## config.mk

```make
export PLATFORM = sky130hd
export DESIGN_NAME = operand_entry_ctrl
export DESIGN_NICKNAME = d
export VERILOG_FILES = /design/src/rtl/operand_entry_pkg.sv /design/src/rtl/operand_entry_ctrl_btn_debounce.sv /design/src/rtl/operand_entry_ctrl.sv
export SDC_FILE = /design/constraint.sdc
export NUM_CORES = 1
export LEC_CHECK = 0
export ABC_AREA = 0
export CELL_PAD_IN_SITES_DETAIL_PLACEMENT = 1
export CELL_PAD_IN_SITES_GLOBAL_PLACEMENT = 1
export CORE_UTILIZATION = 35
export DETAILED_ROUTE_END_ITERATION = 8
export MAX_ROUTING_LAYER = met4
export PLACE_DENSITY = 0.85
export SLEW_MARGIN = 20
export SYNTH_ARGS = -nofsm -noshare
export SYNTH_HDL_FRONTEND = slang
export SYNTH_SLANG_ARGS = --single-unit
```

## constraint.sdc

```tcl
create_clock -name clk -period 1.5 [get_ports clk]
set_clock_uncertainty 0.2 [all_clocks]
set_input_delay 0.3 -clock clk [delete_from_list [all_inputs] [get_ports clk]]
set_output_delay 0.3 -clock clk [all_outputs]
set_load 0.01 [all_outputs]
```

## src/rtl/operand_entry_pkg.sv

```systemverilog
// Shared types and constants for the operand entry sequencer.
package operand_entry_pkg;

    // Default operand width in bits.
    localparam int OPW_DEF = 3;

    // The FSM state encoding also serves as the LCD prompt on the phase port.
    typedef enum logic [1:0] {
        ST_ENTER_A = 2'd0,
        ST_ENTER_B = 2'd1,
        ST_ISSUE   = 2'd2
    } state_t;

    localparam logic [1:0] PH_ENTER_A = 2'd0;
    localparam logic [1:0] PH_ENTER_B = 2'd1;
    localparam logic [1:0] PH_ISSUE   = 2'd2;

endpackage

```

## src/rtl/operand_entry_ctrl_btn_debounce.sv

```systemverilog
// Pushbutton conditioner: 2-flop synchronizer, stability counter, and a
// registered rising-edge pulse.
module btn_debounce #(
    parameter int DEB_CYCLES = 16
) (
    input  logic clk,
    input  logic reset,
    input  logic btn_raw,
    output logic level,
    output logic rise_p
);

    localparam int CW = (DEB_CYCLES > 2) ? $clog2(DEB_CYCLES) : 1;

    logic [1:0]    r_sync;
    logic [CW-1:0] r_cnt;
    logic          r_level;
    logic          r_level_d;
    logic          r_rise;

    // Synchronize, filter, and edge-detect; everything clears on reset.
    always_ff @(posedge clk) begin
        // NOTE: sequential state uses non-blocking assignments so every flop
        // samples the pre-edge values, regardless of statement order.
        if (reset) begin
            r_sync    <= '0;
            r_cnt     <= '0;
            r_level   <= 1'b0;
            r_level_d <= 1'b0;
            r_rise    <= 1'b0;
        end else begin
            r_sync    <= {r_sync[0], btn_raw};
            r_level_d <= r_level;
            r_rise    <= r_level & ~r_level_d;
            if (r_sync[1] == r_level) begin
                // Input agrees with the filtered level: restart the count.
                r_cnt <= '0;
            end else if (r_cnt == CW'(DEB_CYCLES - 1)) begin
                // Held the new value for DEB_CYCLES samples: accept it.
                r_level <= r_sync[1];
                r_cnt   <= '0;
            end else begin
                r_cnt <= r_cnt + 1'b1;
            end
        end
    end

    assign level  = r_level;
    assign rise_p = r_rise;

endmodule

```

## src/rtl/operand_entry_ctrl.sv

```systemverilog
// Ordered two-operand entry from slide switches with ENTER/CLEAR buttons,
// presenting the captured pair downstream through a valid/ready handshake.
module operand_entry_ctrl
    import operand_entry_pkg::*;
#(
    parameter int DEB_CYCLES = 16,
    parameter int OPW        = OPW_DEF,
    parameter int CNTW       = 8
) (
    input  logic            clk,
    input  logic            reset,
    input  logic [3:0]      buttons,
    input  logic            enter,
    input  logic            clear,
    input  logic            op_ready,
    output logic [OPW-1:0]  in1,
    output logic [OPW-1:0]  in2,
    output logic            op_valid,
    output logic [1:0]      phase,
    output logic [CNTW-1:0] txn_count
);

    logic            w_enter_p;
    logic            w_clear_p;
    logic            w_enter_lvl;
    logic            w_clear_lvl;
    logic [2:0]      w_unused;

    logic [OPW-1:0]  r_sw_s0;
    logic [OPW-1:0]  r_sw_s1;

    state_t          r_state;
    state_t          w_state_nxt;
    logic [OPW-1:0]  r_in1;
    logic [OPW-1:0]  w_in1_nxt;
    logic [OPW-1:0]  r_in2;
    logic [OPW-1:0]  w_in2_nxt;
    logic            r_op_valid;
    logic            w_op_valid_nxt;
    logic [CNTW-1:0] r_txn;
    logic [CNTW-1:0] w_txn_nxt;
    logic            w_xfer;

    // Switch bit 3 and the debounced levels are not needed by this block.
    assign w_unused = {buttons[3], w_enter_lvl, w_clear_lvl};

    btn_debounce #(.DEB_CYCLES(DEB_CYCLES)) u_deb_enter (
        .clk     (clk),
        .reset   (reset),
        .btn_raw (enter),
        .level   (w_enter_lvl),
        .rise_p  (w_enter_p)
    );

    btn_debounce #(.DEB_CYCLES(DEB_CYCLES)) u_deb_clear (
        .clk     (clk),
        .reset   (reset),
        .btn_raw (clear),
        .level   (w_clear_lvl),
        .rise_p  (w_clear_p)
    );

    // Bring the asynchronous switch levels into the clock domain.
    always_ff @(posedge clk) begin
        if (reset) begin
            r_sw_s0 <= '0;
            r_sw_s1 <= '0;
        end else begin
            r_sw_s0 <= buttons[OPW-1:0];
            r_sw_s1 <= r_sw_s0;
        end
    end

    // A transfer only counts while the pair is actually being offered.
    assign w_xfer = (r_state == ST_ISSUE) && r_op_valid && op_ready;

    // Next-state, operand capture and counter update; clear overrides capture
    // but never cancels a transfer the consumer has already taken.
    always_comb begin
        // NOTE: every output of this block gets a default first, so no path
        // leaves a value unassigned and no latch is inferred.
        w_state_nxt    = r_state;
        w_in1_nxt      = r_in1;
        w_in2_nxt      = r_in2;
        w_op_valid_nxt = r_op_valid;
        w_txn_nxt      = r_txn;
        if (w_xfer) begin
            w_txn_nxt = r_txn + 1'b1;
        end
        if (w_clear_p) begin
            w_state_nxt    = ST_ENTER_A;
            w_op_valid_nxt = 1'b0;
        end else begin
            unique case (r_state)
                ST_ENTER_A: begin
                    if (w_enter_p) begin
                        w_in1_nxt   = r_sw_s1;
                        w_state_nxt = ST_ENTER_B;
                    end
                end
                ST_ENTER_B: begin
                    if (w_enter_p) begin
                        w_in2_nxt      = r_sw_s1;
                        w_op_valid_nxt = 1'b1;
                        w_state_nxt    = ST_ISSUE;
                    end
                end
                ST_ISSUE: begin
                    if (w_xfer) begin
                        w_op_valid_nxt = 1'b0;
                        w_state_nxt    = ST_ENTER_A;
                    end
                end
                default: begin
                    w_state_nxt    = ST_ENTER_A;
                    w_op_valid_nxt = 1'b0;
                end
            endcase
        end
    end

    // FSM state, operand registers, valid flag and transaction counter.
    always_ff @(posedge clk) begin
        if (reset) begin
            r_state    <= ST_ENTER_A;
            r_in1      <= '0;
            r_in2      <= '0;
            r_op_valid <= 1'b0;
            r_txn      <= '0;
        end else begin
            r_state    <= w_state_nxt;
            r_in1      <= w_in1_nxt;
            r_in2      <= w_in2_nxt;
            r_op_valid <= w_op_valid_nxt;
            r_txn      <= w_txn_nxt;
        end
    end

    assign in1       = r_in1;
    assign in2       = r_in2;
    assign op_valid  = r_op_valid;
    assign phase     = r_state;
    assign txn_count = r_txn;

endmodule

```

Word level (Yosys, flattened, before mapping)
Index checks and enable logic that the tools add are counted.

storage, ports and cells
  flip-flop bits (word level) = 41
  latch bits = 0
  memory bits (writable) = 0
  memory bits (read-only) = 0
  input bits = 9
  output and inout bits = 17
  word-level logic and storage cells = 56
  memories kept = 0

operators by class
  add/subtract/negate cells = 3
  $mul = 0
  divide/modulo/power cells = 0
  $lt $le $gt $ge = 0
  eq/ne operators = 9
  shift operators = 0
  mux-type cells = 7
  bitwise operators = 8
  reduce and logical (&&, ||, !) cells = 12

operator list
  operator               count
  $reduce_and A3 Y1      4
  $add A4 B1 Y4 const B  2
  $add A8 B1 Y8 const B  1
  $eq A4 B4 Y1 const B   2
  $mux W2                3
  $not A1 Y1             6
  $pmux W2 S3            1
  $reduce_or A3 Y1       2
  $ne A2 B1 Y1 const B   2
  $reduce_and A2 Y1      2
  $pmux W1 S3            1
  $and A1 B1 Y1          2
  $eq A1 B1 Y1           2
  $eq A2 B1 Y1 const B   1
  $eq A2 B2 Y1 const B   1
  $logic_and A1 B1 Y1    2
  $logic_not A2 Y1       1
  $mux W1                2
  $ne A2 B2 Y1 const B   1
  $reduce_or A2 Y1       1

Logic depth before layout (Yosys ltp)
  depth after elaboration = 5
  depth in mapped cells = 4
  gate-level depth less buffers = 4

Cells and area by module
Synthesis repeated with hierarchy kept, for this count alone.

second synthesis, totals
  cell total of the unflattened synthesis = 143
  area total of the unflattened synthesis = 1,514.0 µm²

modules (own cells, without submodules)
  module              instances  cells each  area an instance (µm²)  seq. area each (µm²)
  operand_entry_ctrl  1          89          910.9                   460.4
  btn_debounce        2          27          301.5                   180.2

Worst setup path before layout
OpenSTA, ideal clock, no wires.

  kind = reg-to-reg
  start = register r_state[1], in the netlist phase[1]
  end = register r_txn[7], in the netlist txn_count[7]
  setup time = 0.123 ns
  arrival time = 1.358 ns
  required time = 1.177 ns
  slack = -0.181 ns
  cell stages (with the launch flop) = 5
  buffers on the path = 1
  clock period less this slack = 1.681 ns
  path through = dfxtp_1 nand4b_2 buf_2 nor4_2 mux2_1

on the way
  cells in the longest elaborated chain, start to end = 3

RTL lines
  element                           RTL line                   source
  start, declared                   operand_entry_ctrl.sv:32   state_t r_state;
  start signal, assigned            operand_entry_ctrl.sv:131  r_state <= w_state_nxt;
  $eq A2 B2 Y1                      operand_entry_ctrl.sv:75   assign w_xfer = (r_state == ST_ISSUE) && r_op_valid && op_ready;
  $logic_and A1 B1 Y1 (2 in a row)  operand_entry_ctrl.sv:75
  end signal, assigned              operand_entry_ctrl.sv:135  r_txn <= w_txn_nxt;
  end, declared                     operand_entry_ctrl.sv:40   logic [CNTW-1:0] r_txn;

No other way between the ends.
A chain may end at the register's enable or synchronous reset.

Worst setup path after layout
  start = register r_state[1], in the netlist phase[1]
  end = register r_txn[3], in the netlist txn_count[3]

Same word-level chain as after synthesis.

==> impl_metrics.yaml <==
status:
  status: "finished, violations left"
  violations: "negative setup slack"
routing:
  wl_mm: 3.28
  vias_per_cell: 4.96
  ant_nets: 0
  via_count: 1171
  dr.first_iter.drc_count: 25
  wl_per_cell_microns: 13.9
  firstDrtPassIters: 3
  drc: 0
timing:
  final-setup-viol-count: 6
  finalCritPeriodShare_pct: 104
  setup_tns_ps: -149
  rsz0062_at_grt: "yes"
  timing.slew.headroom_pct: 74.5
  finalHoldViolations: 0
  hold-worst-slack_ps: 187
  fin_ws_ps: -60.2
  clock.fmax_mhz: 641
  layout_min_cycle_time_ps: 1560
  worstMarginPinSlew_ps: 377
  finalMaxSlewViolations: 0
placement:
  place_congestion: 0.791
  dp_hpwl_mm: 2.34
  port_buffers: 24
synth:
  yosysSeqAreaShare_pct: 55.5
  ys_ff_latch: 41
  synth_area_per_cell_sq_um: 10.3
  synth.distinct_cells: 27
  syn_area_sq_um: 1480
  synth_nets: 156
  netlist_instances: 144
  yosysWarnings: 0
  yosysTopAreaCell: "dfxtp_1"
  yosys.area.top_type_share_pct: 55.5
  synth_area_leaders: "dfxtp_1, nor2b_1, mux2i_1, nor2_1, xnor2_1"
worst_hold_path:
  hold_path_class: "flop to flop"
floorplanning:
  rows: 23
  core_sq_um: 4030
  die_h_microns: 67.0
  initial_core_util_pct: 36.7
  design.portCount: 26
  fp.dieW_microns: 67.0
  die-area_sq_um: 4490
power_and_ir_drop:
  power_leakage_uw: 0.000824
  irDropWorstVdd_uv: 852
  internal_power_uw: 1490
  sw_frac_of_total_pct: 19.8
  p_seq_share_pct: 59.2
  p_per_area_nw_per_um2: 921
  pwr-share-clk_pct: 37.8
  power_switching_uw: 370
  comb_power_share_pct: 3.0
cts:
  cts-htree-levels: 2
  cts.sinks: 41
  cts-root-buf: "clkbuf_8"
  cts_tree: "yes"
  cts_made_buffers: 5
  clock_latency_ps: 280
  clockBufferDepth: 2
  clk_pin_slew_ps: 70
final_layout:
  seqCellArea_sq_um: 840
  antenna_cells: 0
  final_common_cell: "dfxtp_1"
  layout_common_cells: "dfxtp_1, dlygate4sd2_1, nor2b_1"
  layout-drive-gt1-share_pct: 25.8
  syn_to_final_growth_pct: 36.9
  multi_input_area_sq_um: 678
  nets: 198
  fillers: 459
worst_setup_path:
  reg2reg_depth: 3
  r2r-end: "txn_count[3]$_SDFFE_PP0P_"
  cp-startpoint: "phase[1]$_SDFFE_PP0P_"
  cp_slowest_cell: "or4_1"
  required_ps: 1500
  worstPathArrival_ps: 1560
  crit_type: "flop to flop"
  r2r-start: "phase[1]$_SDFFE_PP0P_"
  cp_slowest_stage_delay_ps: 510
  reg2reg_slack_ps: -60
  crit_chain: "nand4b_4 > or4_1 > a21oi_1"
  cp-end-kind: "flop"
  critPathCapture: "txn_count[3]$_SDFFE_PP0P_"
  crit_path_max_fanout: 8
  critPathLaunchType: "flop"
job:
  drv_cap: 0
global_routing:
  track_usage_pct: 16.1
  antenna_found_initial: 0
  grt-ovfl-total: 0
  met2_usage_pct: 32.4
  grt_pass1_wl_mm: 5.20
  grt_start_max_net_pins: 24
  top_usage_layer: "met2"
  gr-usage-met1_pct: 14.4
  first_global_vias: 1209
  global_route.usage.met3_pct: 3.08
-- registers in the layout, summed over array words and instances, names as in the netlist, 2 cells and up --
name,count
in1,3
in2,3
phase,2
r_sw_s0,3
r_sw_s1,3
txn_count,8
u_deb_clear.r_cnt,4
u_deb_clear.r_sync,2
u_deb_enter.r_cnt,4
u_deb_enter.r_sync,2
-- cell usage after synthesis --
library cell,instances
nand4b_2,1
clkbuf_1,3
nand3b_1,2
dfxtp_1,41
o31ai_1,4
xnor2_1,5
xor2_1,3
nor4_1,1
a21oi_1,8
nand2_1,6
mux2_1,1
and3_1,2
o21ai_0,5
nand3_1,3
nor4_2,1
nor4bb_1,1
ha_1,3
mux2i_1,6
or4_1,4
buf_2,1
a211oi_1,2
nor4b_2,1
nor2_1,16
nor2b_1,15
inv_1,5
or3_1,3
nand4_1,1
-- per-layer routing --
| metal | share of wire, % | vias up |
|---|---|---|
| met2 | 57 | 22 |
| met5 | 0 | - |
| li1 | - | 575 |
| met3 | 2.8 | 4 |
| met4 | 0.88 | 0 |
| met1 | 39 | 570 |
-- final cells by class --
type / instances / share of cell area, %
Tap cell: 50 / 3.09
Inverter: 5 / 0.928
Clock buffer: 7 / 4.27
Timing Repair Buffer: 39 / 16.7
Sequential cell: 41 / 41.5
Multi-Input combinational cell: 94 / 33.5
-- worst max-delay path: cells and delay by family (launching register included) --
family	cells	cell delay [ps]
AO/OA/AOI/OAI	1	180
flip-flops	1	410
AND/OR/NAND/NOR	2	690
-- stage by stage --
step	setup slack (ps)	util, %	power [uW]	cell area, sq um	cells
5_1_grt	-126	50.2	1930	2020	236
3_3_place_gp	-377	45.9	1180	1850	223
6_report	-60.2	50.2	1860	2020	236
3_5_place_dp	-483	45.9	1190	1850	223
2_1_floorplan	-39.5	-	1150	1500	144
4_1_cts	-108	49.4	1880	1990	235
-- cells by family after synthesis --
family	after synthesis	share of synthesized area, %
buffers and inverters	9	2.37
DFF	41	55.5
adders and majority gates	3	2.54
and+or+nand+nor	57	22.5
xor gates and xnor gates	8	4.74
AOI/OAI and AO/OA	19	7.45
muxes	7	4.83
-- repair_timing --
action	CTS	global route
hold buffers	0	0
gates resized for setup	32	8
endpoints found under the setup margin	31	17
pin swaps	7	4
setup buffers	5	1
-- power groups by stage --
stage / registers [uW] / logic [uW] / clock network (uW)
after floorplan: 1130 / 23.5 / 0
after global placement: 1130 / 51.7 / 0
after detailed placement: 1130 / 54.6 / 0
after CTS: 1100 / 56.2 / 725
after global routing: 1100 / 62.3 / 760
final: 1100 / 56.2 / 704
-- how the worst min path moves through the flow --
stage                                startpoint                            end  slack (ps)  cells after the start
6_report       u_deb_enter.r_level_d$_SDFF_PP0_  u_deb_enter.rise_p$_SDFF_PP0_         190                      1
5_1_grt        u_deb_clear.r_level_d$_SDFF_PP0_  u_deb_clear.rise_p$_SDFF_PP0_         200                      1
4_1_cts        u_deb_enter.r_level_d$_SDFF_PP0_  u_deb_enter.rise_p$_SDFF_PP0_         190                      1
3_5_place_dp   u_deb_enter.r_level_d$_SDFF_PP0_  u_deb_enter.rise_p$_SDFF_PP0_         180                      1
3_3_place_gp   u_deb_clear.r_level_d$_SDFF_PP0_  u_deb_clear.rise_p$_SDFF_PP0_         180                      1
2_1_floorplan  u_deb_clear.r_level_d$_SDFF_PP0_  u_deb_clear.rise_p$_SDFF_PP0_         170                      1
Power figures use the tool's default switching activity.
